`src/rtl/ps2_hex_entry.sv`:
```
// ps2_hex_entry
//
// Decodes PS/2 keyboard frames into hexadecimal digits for the
// seven-segment display path.
//
// Pipeline:
//   PS2_CLK/PS2_DATA -> 2-FF synchronisers -> glitch filter on the clock
//   -> frame FSM (start, 8 data LSB first, odd parity, stop)
//   -> set-2 make/break decoder -> hex digit and 32-bit shift value.
//
// Parameters:
//   FILTER_LEN      consecutive equal samples before the filtered clock moves
//   TIMEOUT_CYCLES  idle cycles allowed between falling edges mid-frame
//
// Ports:
//   clk         system clock
//   CPU_RESETN  asynchronous active-low reset
//   PS2_CLK     PS/2 clock from the bridge (asynchronous)
//   PS2_DATA    PS/2 data from the bridge (asynchronous)
//   hex         last accepted digit
//   hex_valid   one-cycle pulse when hex updates
//   value       last 8 digits, newest in [3:0]
//   frame_err   one-cycle pulse when a frame is discarded

module ps2_hex_entry #(
    parameter int unsigned FILTER_LEN     = 8,
    parameter int unsigned TIMEOUT_CYCLES = 200000
) (
    input  logic        clk,
    input  logic        CPU_RESETN,
    input  logic        PS2_CLK,
    input  logic        PS2_DATA,
    output logic [3:0]  hex,
    output logic        hex_valid,
    output logic [31:0] value,
    output logic        frame_err
);

    localparam int unsigned FW = (FILTER_LEN > 1) ? $clog2(FILTER_LEN + 1) : 1;
    localparam int unsigned TW = $clog2(TIMEOUT_CYCLES + 1);

    typedef enum logic [1:0] {
        StIdle,
        StData,
        StParity,
        StStop
    } state_e;

    // ------------------------------------------------------------------
    // Synchronisers (idle-high bus, so reset to 1)
    // ------------------------------------------------------------------
    logic [1:0] clk_sync_q;
    logic [1:0] data_sync_q;
    logic       clk_s;
    logic       data_s;

    always_ff @(posedge clk or negedge CPU_RESETN) begin
        if (!CPU_RESETN) begin
            clk_sync_q  <= 2'b11;
            data_sync_q <= 2'b11;
        end else begin
            clk_sync_q  <= {clk_sync_q[0], PS2_CLK};
            data_sync_q <= {data_sync_q[0], PS2_DATA};
        end
    end

    assign clk_s  = clk_sync_q[1];
    assign data_s = data_sync_q[1];

    // ------------------------------------------------------------------
    // Clock glitch filter
    // The counter tracks how many consecutive samples have disagreed with
    // the current filtered level; any agreeing sample restarts it.
    // ------------------------------------------------------------------
    logic [FW-1:0] fcnt_q, fcnt_d;
    logic          fclk_q, fclk_d;
    logic          fall;

    always_comb begin
        fclk_d = fclk_q;
        fcnt_d = '0;
        fall   = 1'b0;
        if (clk_s != fclk_q) begin
            if (fcnt_q == FW'(FILTER_LEN - 1)) begin
                fclk_d = clk_s;
                fall   = fclk_q;
            end else begin
                fcnt_d = fcnt_q + 1'b1;
            end
        end
    end

    always_ff @(posedge clk or negedge CPU_RESETN) begin
        if (!CPU_RESETN) begin
            fclk_q <= 1'b1;
            fcnt_q <= '0;
        end else begin
            fclk_q <= fclk_d;
            fcnt_q <= fcnt_d;
        end
    end

    // ------------------------------------------------------------------
    // Frame FSM
    // ------------------------------------------------------------------
    state_e      state_q, state_d;
    logic [2:0]  bit_cnt_q, bit_cnt_d;
    logic [7:0]  shift_q, shift_d;
    logic        par_q, par_d;
    logic [TW-1:0] tmo_q, tmo_d;
    logic        err_q, err_d;
    logic        stb_q, stb_d;
    logic [7:0]  byte_q, byte_d;

    always_comb begin
        state_d   = state_q;
        bit_cnt_d = bit_cnt_q;
        shift_d   = shift_q;
        par_d     = par_q;
        tmo_d     = tmo_q;
        err_d     = 1'b0;
        stb_d     = 1'b0;
        byte_d    = byte_q;

        unique case (state_q)
            StIdle: begin
                tmo_d = '0;
                if (fall) begin
                    if (!data_s) begin
                        state_d   = StData;
                        bit_cnt_d = '0;
                    end else begin
                        err_d = 1'b1;
                    end
                end
            end
            StData: begin
                if (fall) begin
                    shift_d   = {data_s, shift_q[7:1]};
                    bit_cnt_d = bit_cnt_q + 1'b1;
                    if (bit_cnt_q == 3'd7) begin
                        state_d = StParity;
                    end
                end
            end
            StParity: begin
                if (fall) begin
                    par_d   = data_s;
                    state_d = StStop;
                end
            end
            StStop: begin
                if (fall) begin
                    // Odd parity: data bits plus parity bit XOR to 1.
                    if (data_s && ((^shift_q) ^ par_q)) begin
                        stb_d  = 1'b1;
                        byte_d = shift_q;
                    end else begin
                        err_d = 1'b1;
                    end
                    state_d = StIdle;
                end
            end
            default: state_d = StIdle;
        endcase

        // Mid-frame inactivity watchdog; only runs on cycles without an edge.
        if (state_q != StIdle) begin
            if (fall) begin
                tmo_d = '0;
            end else if (tmo_q == TW'(TIMEOUT_CYCLES - 1)) begin
                err_d   = 1'b1;
                state_d = StIdle;
                tmo_d   = '0;
            end else begin
                tmo_d = tmo_q + 1'b1;
            end
        end
    end

    always_ff @(posedge clk or negedge CPU_RESETN) begin
        if (!CPU_RESETN) begin
            state_q   <= StIdle;
            bit_cnt_q <= '0;
            shift_q   <= '0;
            par_q     <= 1'b0;
            tmo_q     <= '0;
            err_q     <= 1'b0;
            stb_q     <= 1'b0;
            byte_q    <= '0;
        end else begin
            state_q   <= state_d;
            bit_cnt_q <= bit_cnt_d;
            shift_q   <= shift_d;
            par_q     <= par_d;
            tmo_q     <= tmo_d;
            err_q     <= err_d;
            stb_q     <= stb_d;
            byte_q    <= byte_d;
        end
    end

    // ------------------------------------------------------------------
    // Set-2 decoder
    // ------------------------------------------------------------------
    // Returns {hit, digit}.
    function automatic logic [4:0] lookup(input logic [7:0] code);
        logic [4:0] r;
        r = 5'b0_0000;
        case (code)
            8'h45: r = 5'h10;
            8'h16: r = 5'h11;
            8'h1E: r = 5'h12;
            8'h26: r = 5'h13;
            8'h25: r = 5'h14;
            8'h2E: r = 5'h15;
            8'h36: r = 5'h16;
            8'h3D: r = 5'h17;
            8'h3E: r = 5'h18;
            8'h46: r = 5'h19;
            8'h1C: r = 5'h1A;
            8'h32: r = 5'h1B;
            8'h21: r = 5'h1C;
            8'h23: r = 5'h1D;
            8'h24: r = 5'h1E;
            8'h2B: r = 5'h1F;
            default: r = 5'h00;
        endcase
        return r;
    endfunction

    logic        brk_q, brk_d;
    logic        ext_q, ext_d;
    logic [3:0]  hex_q, hex_d;
    logic        hv_q, hv_d;
    logic [31:0] value_q, value_d;
    logic [4:0]  lk;

    assign lk = lookup(byte_q);

    always_comb begin
        brk_d   = brk_q;
        ext_d   = ext_q;
        hex_d   = hex_q;
        hv_d    = 1'b0;
        value_d = value_q;
        if (stb_q) begin
            if (byte_q == 8'hF0) begin
                brk_d = 1'b1;
            end else if (byte_q == 8'hE0) begin
                ext_d = 1'b1;
            end else if (brk_q || ext_q) begin
                // Break or extended key: swallow the code and rearm.
                brk_d = 1'b0;
                ext_d = 1'b0;
            end else if (lk[4]) begin
                hex_d   = lk[3:0];
                value_d = {value_q[27:0], lk[3:0]};
                hv_d    = 1'b1;
            end else if (byte_q == 8'h66) begin
                value_d = '0;
            end
        end
    end

    always_ff @(posedge clk or negedge CPU_RESETN) begin
        if (!CPU_RESETN) begin
            brk_q   <= 1'b0;
            ext_q   <= 1'b0;
            hex_q   <= '0;
            hv_q    <= 1'b0;
            value_q <= '0;
        end else begin
            brk_q   <= brk_d;
            ext_q   <= ext_d;
            hex_q   <= hex_d;
            hv_q    <= hv_d;
            value_q <= value_d;
        end
    end

    assign hex       = hex_q;
    assign hex_valid = hv_q;
    assign value     = value_q;
    assign frame_err = err_q;

endmodule

```
`config.mk`:
```
export PLATFORM = sky130hd
export DESIGN_NAME = ps2_hex_entry
export DESIGN_NICKNAME = d
export VERILOG_FILES = /design/src/rtl/ps2_hex_entry.sv
export SDC_FILE = /design/constraint.sdc
export NUM_CORES = 1
export LEC_CHECK = 0
export CORE_MARGIN = 3
export CORE_UTILIZATION = 61
export DETAILED_ROUTE_END_ITERATION = 12
export PLACE_DENSITY = 0.85
export SLEW_MARGIN = 10
export SYNTH_ARGS = -nofsm -noshare
export SYNTH_HDL_FRONTEND = slang
export SYNTH_SLANG_ARGS = --single-unit
```
`constraint.sdc`:
```
create_clock -name clk -period 3.8 [get_ports clk]
set_input_delay 0.76 -clock clk [delete_from_list [all_inputs] [get_ports clk]]
set_output_delay 0.76 -clock clk [all_outputs]
set_load 0.02 [all_outputs]
```
==> results of run 1 <==
worst max-delay path: stages, from the launching register on:
cell and delay, ns:
dfrtp_1 0.59, nor4b_4 0.43, and2_1 0.20, a211oi_1 0.05, or3_1 0.51, a21oi_4 0.49, buf_4 0.31, a22o_1 0.17
worst max path at each step:
stage          slack [ns]        end
2_1_floorplan        1.63     hex[0]
3_3_place_gp         1.14  value[12]
3_5_place_dp         1.05  value[21]
4_1_cts              1.00  value[13]
5_1_grt              0.82  value[13]
6_report             0.98  value[13]
sequential cells by signal (all words and copies together) (netlist names), 3 cells and up:
register   cells
value         32
bit_cnt_q      3
tmo_q         18
fcnt_q         4
shift_q        8
byte_q         8
hex            4
routing by layer:
metal  global-route usage (%)  vias up  share of wire (%)
met5                        0        -                  0
met4                     4.67        0               0.55
met3                     5.35        4                4.1
met2                     30.8       86                 48
met1                     31.2     1427                 47
li1                         -     1388                  -
cells in the final DEF (no fill, tap or decap), drive strengths merged, types with 3 or more instances in the layout:
master	instances
dfrtp	85
clkdlybuf4s50	40
nor2	32
a22o	31
nand2	27
mux2	20
inv	18
xnor2	17
nor3	12
nand3	12
a21oi	11
clkbuf	9
ha	8
nand4	7
xor2	7
o21ai	6
o22ai	5
dfstp	5
nor4	4
or3	4
a31oi	3
nand2b	3
nor4b	3
area by class of cell:
class	count	area share, %
multi-input cells	244	36.5
well taps	77	2.01
repair buffers	42	8.66
flip-flops and latches	90	47.1
inverters	13	1.02
clock buffers	9	2.58
clock inverters	7	2.22
metrics by stage:
| step | area (um2) | total power, mW | hold WS, ns |
|---|---|---|---|
| 6_report | 4800 | 1.80 | 0.355 |
| 5_1_grt | 4800 | 1.86 | 0.367 |
| 4_1_cts | 4800 | 1.81 | 0.352 |
| 3_5_place_dp | 4570 | 1.08 | 0.347 |
| 3_3_place_gp | 4570 | 1.07 | 0.346 |
| 2_1_floorplan | 4190 | 1.05 | 0.345 |
where the power goes:
| part | internal [mW] | total, mW | leakage [nW] | switching (mW) |
|---|---|---|---|---|
| Clock | 0.385 | 0.739 | 0.117 | 0.354 |
| Sequential | 0.982 | 0.997 | 1.24 | 0.0156 |
| Combinational | 0.0242 | 0.0615 | 0.745 | 0.0373 |
| Total | 1.39 | 1.80 | 2.10 | 0.407 |
kinds of logic (layout without fill, tap and decap cells):
group,after synthesis,after routing,share of synthesized area [%]
compound gates,71,71,13.4
xor+xnor,25,25,5.55
fa+ha+maj,8,8,2.39
buf+inv,32,71,4.42
flops,90,90,53.9
mux,22,22,5.85
simple gates,118,118,14.5
==> metrics.cfg, run 1 <==
[clock_tree]
clock_sinks = 90
cts.repair.resized = 0
cts_root_buf = clkbuf_8
cts-htree-levels = 3
cts_tree = done
clockBufferDepth = 2
ctsHoldBuffers = 0
post_cts_buffers = 0
clkLatencyLatePin_ns = 0.35
cts_made_buffers = 9
clk_pin_slew_ns = 0.10

[worst_setup_path]
worstReg2RegStart = byte_q[4]
rrSetupSlack_ns = 0.98
ff2ff_path_depth = 7
worstPathMaxFanout = 20
cp_data_required_time_ns = 4.08
start_kind = register
setup.worst_path.start = byte_q[4]
arrival_ns = 3.10
timing.rr.end = value[13]
critPathKind = register to register
end_kind = register

[die]
core_region_area_um2 = 6490
num_io_pins = 42
row_count = 29
die_area_um2 = 7900
die_x_um = 88.9
initial_utilization_pct = 64.6
fp.dieH_um = 88.9

[place]
place_inst = 466
io_buffer_count = 41
place_congestion = 0.886
detailed_place_hpwl_um = 5240
preCtsSetupSlack_ns = 1.05

[global_route]
grt_first_pass_wirelength_um = 12800
grt_pass1_vias = 2650
grt_max_degree = 91
grt_overflow = 0
track_usage_pct = 20.8
antenna_found_initial = 0

[route]
firstDrtPassIters = 5
first_iter_violations = 195
drc = 0
wirelength_um = 7640
wl_per_cell_um = 15.9
viasPerCell = 6.03
vias = 2905
ant_nets = 0

[synthesis]
yosysWarnings = 0
yosysUniqueCellTypes = 54
synth_area_leader_cell = dfrtp_1
syn-instance-count = 366
syn-num-nets = 378
synth-edff-count = 0
synth.most_common_cell = dfrtp_1
synth.top_cell.area_share_pct = 50.7
netlist_area_um2 = 4190
synth_area_leaders = dfrtp_1 51%, a22o_1 6.5%, xnor2_1 3.6%, dfstp_2 3.1%, mux2_2 3.0%
ys_ff_latch = 90
yosys_most_used_dff = dfrtp_1
synth_area_per_cell_um2 = 11.5
synth_common_cells = 85 x dfrtp_1, 31 x a22o_1, 30 x nor2_1
async_flop_share_pct = 100
synth-seq-area-share_pct = 53.9

[final_layout]
syn_to_final_growth_pct = 14.4
fin_cells = 482
fill_cells = 429
antenna_cells = 0
multi_input_area_um2 = 1750
drive_gt1_share_pct = 10.4
regArea_um2 = 2260
fin_util_pct = 73.9
num-nets-final = 412

[sta]
final-hold-violation-count = 0
rsz0062_at_grt = false
fin_crit_sh_pct = 74.2
finalWorstSetupSlack_ns = 0.981
setup_violations = 0
period_needed_ns = 2.82
tightestPinTransition_ns = 1.05
slew-limit-headroom_pct = 29.8
fin_worst_skew_ns = 0.00866
slew_viol_final = 0
fmax_mhz = 355
fin_tns_setup_ns = 0

[power]
vdd_ir_drop_max_mv = 0.274
pwr_density_cell_nw_per_um2 = 375
p_leak_nw = 2.10

[outcome]
status = finished clean

[job]
drv_cap = 0

[min_path]
hold_end = clk_sync_q[1]
min_path_type = register to register
min_from = clk_sync_q[0]
hold_path_depth = 0

(Power assumes the default switching activity.)
==> inputs of run 2 (changes only) <==
Settings changed: CORE_UTILIZATION 61 to 51, PLACE_DENSITY 0.85 to 0.75.
Clock period 3.8 ns to 2.55 ns, I/O delays scaled along.
==> metrics.cfg, run 2 (same netlist as run 1, synthesis figures left out) <==
[outcome]
status = finished clean

[global_route]
grt_max_degree = 48  ; -47%
antenna_found_initial = 0  ; unchanged
track_usage_pct = 18.0  ; -2.8 points
grt_first_pass_wirelength_um = 14000  ; +9.6%
grt_pass1_vias = 2935  ; +11%
grt_overflow = 0  ; unchanged

[die]
core_region_area_um2 = 7850  ; +21%
row_count = 32  ; +10%
die_x_um = 96.7  ; +8.7%
fp.dieH_um = 96.7  ; +8.7%
num_io_pins = 42  ; unchanged
die_area_um2 = 9350  ; +18%
initial_utilization_pct = 53.4  ; -11 points

[route]
ant_nets = 0  ; unchanged
wirelength_um = 8380  ; +9.6%
first_iter_violations = 279  ; +43%
viasPerCell = 5.77  ; -4.2%
firstDrtPassIters = 4  ; -1
wl_per_cell_um = 16.3  ; +3.0%
drc = 0  ; unchanged
vias = 2961  ; +1.9%

[worst_setup_path]
arrival_ns = 2.63  ; -0.47 ns
worstPathMaxFanout = 33  ; +65%
worstReg2RegStart = byte_q[1]
crit_path_end = value[30]
critPathKind = register to register
setup.worst_path.start = byte_q[1]
timing.rr.end = value[30]
start_kind = register
rrSetupSlack_ns = 0.16  ; -0.82 ns
ff2ff_path_depth = 7  ; unchanged
end_kind = register
cp_data_required_time_ns = 2.79  ; -1.29 ns

[sta]
slew_viol_final = 0  ; unchanged
fin_worst_skew_ns = 0.0188  ; +0.0102 ns
slew-limit-headroom_pct = 55.1  ; +25 points
fmax_mhz = 419  ; +18%
fin_tns_setup_ns = 0  ; unchanged
hold_ws_ns = 0.150  ; -0.205 ns
tightestPinTransition_ns = 0.664  ; -0.389 ns
setup_violations = 0  ; unchanged
period_needed_ns = 2.39  ; -0.431 ns
final-hold-violation-count = 0  ; unchanged
fin_crit_sh_pct = 93.6  ; +19 points

[clock_tree]
cts_root_buf = clkbuf_8
post_cts_buffers = 0  ; unchanged
cts_tree = done
cts_made_buffers = 9  ; unchanged
clock_sinks = 90  ; unchanged
clk_pin_slew_ns = 0.11  ; about the same
cts-htree-levels = 3  ; unchanged
clockBufferDepth = 2  ; unchanged
clkLatencyLatePin_ns = 0.36  ; about the same

[final_layout]
final_area_um2 = 4890  ; +2.0%
num-nets-final = 418  ; +1.5%
largest_reg_flops = 32  ; unchanged
drive_gt1_share_pct = 11.7  ; +1.3 points
syn_to_final_growth_pct = 16.7
layout_common_cells = 85 x dfrtp_1, 40 x clkdlybuf4s50_1, 31 x a22o_1
final_common_cell = dfrtp_1
antenna_cells = 0  ; unchanged

[power]
p_leak_nw = 2.13  ; +1.2%
vdd_ir_drop_max_mv = 0.450  ; +64%
pwr_density_cell_nw_per_um2 = 520  ; +39%
total_power_mw = 2.54  ; +41%

[place]
io_buffer_count = 41  ; unchanged
postPlaceCellArea_um2 = 4660  ; +2.1%
detailed_place_hpwl_um = 5580  ; +6.4%
place_congestion = 0.927  ; +4.6%

[job]
drv_cap = 0  ; unchanged

[min_path]
min_path_type = primary input to asynchronous set/reset pin

-- run 2: changes by cell type in the layout (fill, tap and decap cells not counted), sizes merged --
| cell | before | now |
|---|---|---|
| clkinv | 0 | 4 |
| a31o | 1 | 2 |
| inv | 18 | 16 |
| buf | 2 | 7 |
| bufinv | 2 | 0 |
-- run 2: layout make-up --
cell class	instances	area, um2
clock inverters	7	81.3
multi-input cells	245	1770
well taps	102	128
clock buffers	9	124
fillers	621	2960
inverters	13	48.8
flip-flops and latches	90	2260
repair buffers	47	478
-- run 2: how the worst min path moves through the flow --
| stage | end | start | depth (start not counted) |
|---|---|---|---|
| after CTS | value[5] | CPU_RESETN | 1 |
| final | value[5] | CPU_RESETN | 1 |
| after global placement | data_sync_q[1] | data_sync_q[0] | 0 |
| after floorplan | bit_cnt_q[0] | CPU_RESETN | 0 |
| after global routing | value[21] | CPU_RESETN | 1 |
| after detailed placement | clk_sync_q[1] | clk_sync_q[0] | 0 |
-- run 2: metrics by stage --
stage / util [%] / setup slack (ns) / std cells
2_1_floorplan: - / 0.377 / 366
3_3_place_gp: 59.4 / 0.162 / 496
3_5_place_dp: 59.4 / 0.103 / 496
4_1_cts: 62.0 / 0.0801 / 512
5_1_grt: 62.3 / -0.00508 / 513
6_report: 62.3 / 0.162 / 513
-- run 2: what timing repair did --
item                                    4_1_cts  5_1_grt
resized for setup                             0        2
hold buffers                                  0        0
endpoints found under the setup margin        0       32
-- run 2: where the power goes --
group	internal (mW)	switching, mW	total [mW]
Clock	0.391	0.572	0.963
Sequential	1.46	0.0238	1.49
Combinational	0.0379	0.0558	0.0937
Total	1.89	0.651	2.54
-- run 2: metal layers --
layer  share of wire, %  track usage, %
met2                 50            29.5
met5                  0               0
met1                 44            23.8
met4                1.4            6.70
met3                4.3            3.60
-- run 2: worst max-delay path: stages (launching register included) --
cell and delay (ns):
dfrtp_1 0.53, and4b_1 0.32, a22oi_1 0.25, nand3_1 0.20, a211oi_4 0.42, a21oi_4 0.13
buf_12 0.18, a22o_1 0.23
==> inputs of run 3 (changes only) <==
Settings changed: SKIP_LAST_GASP set to 1.
==> results of run 3 <==
No change in the layout: final DEF, timing and power equal those of run 2.
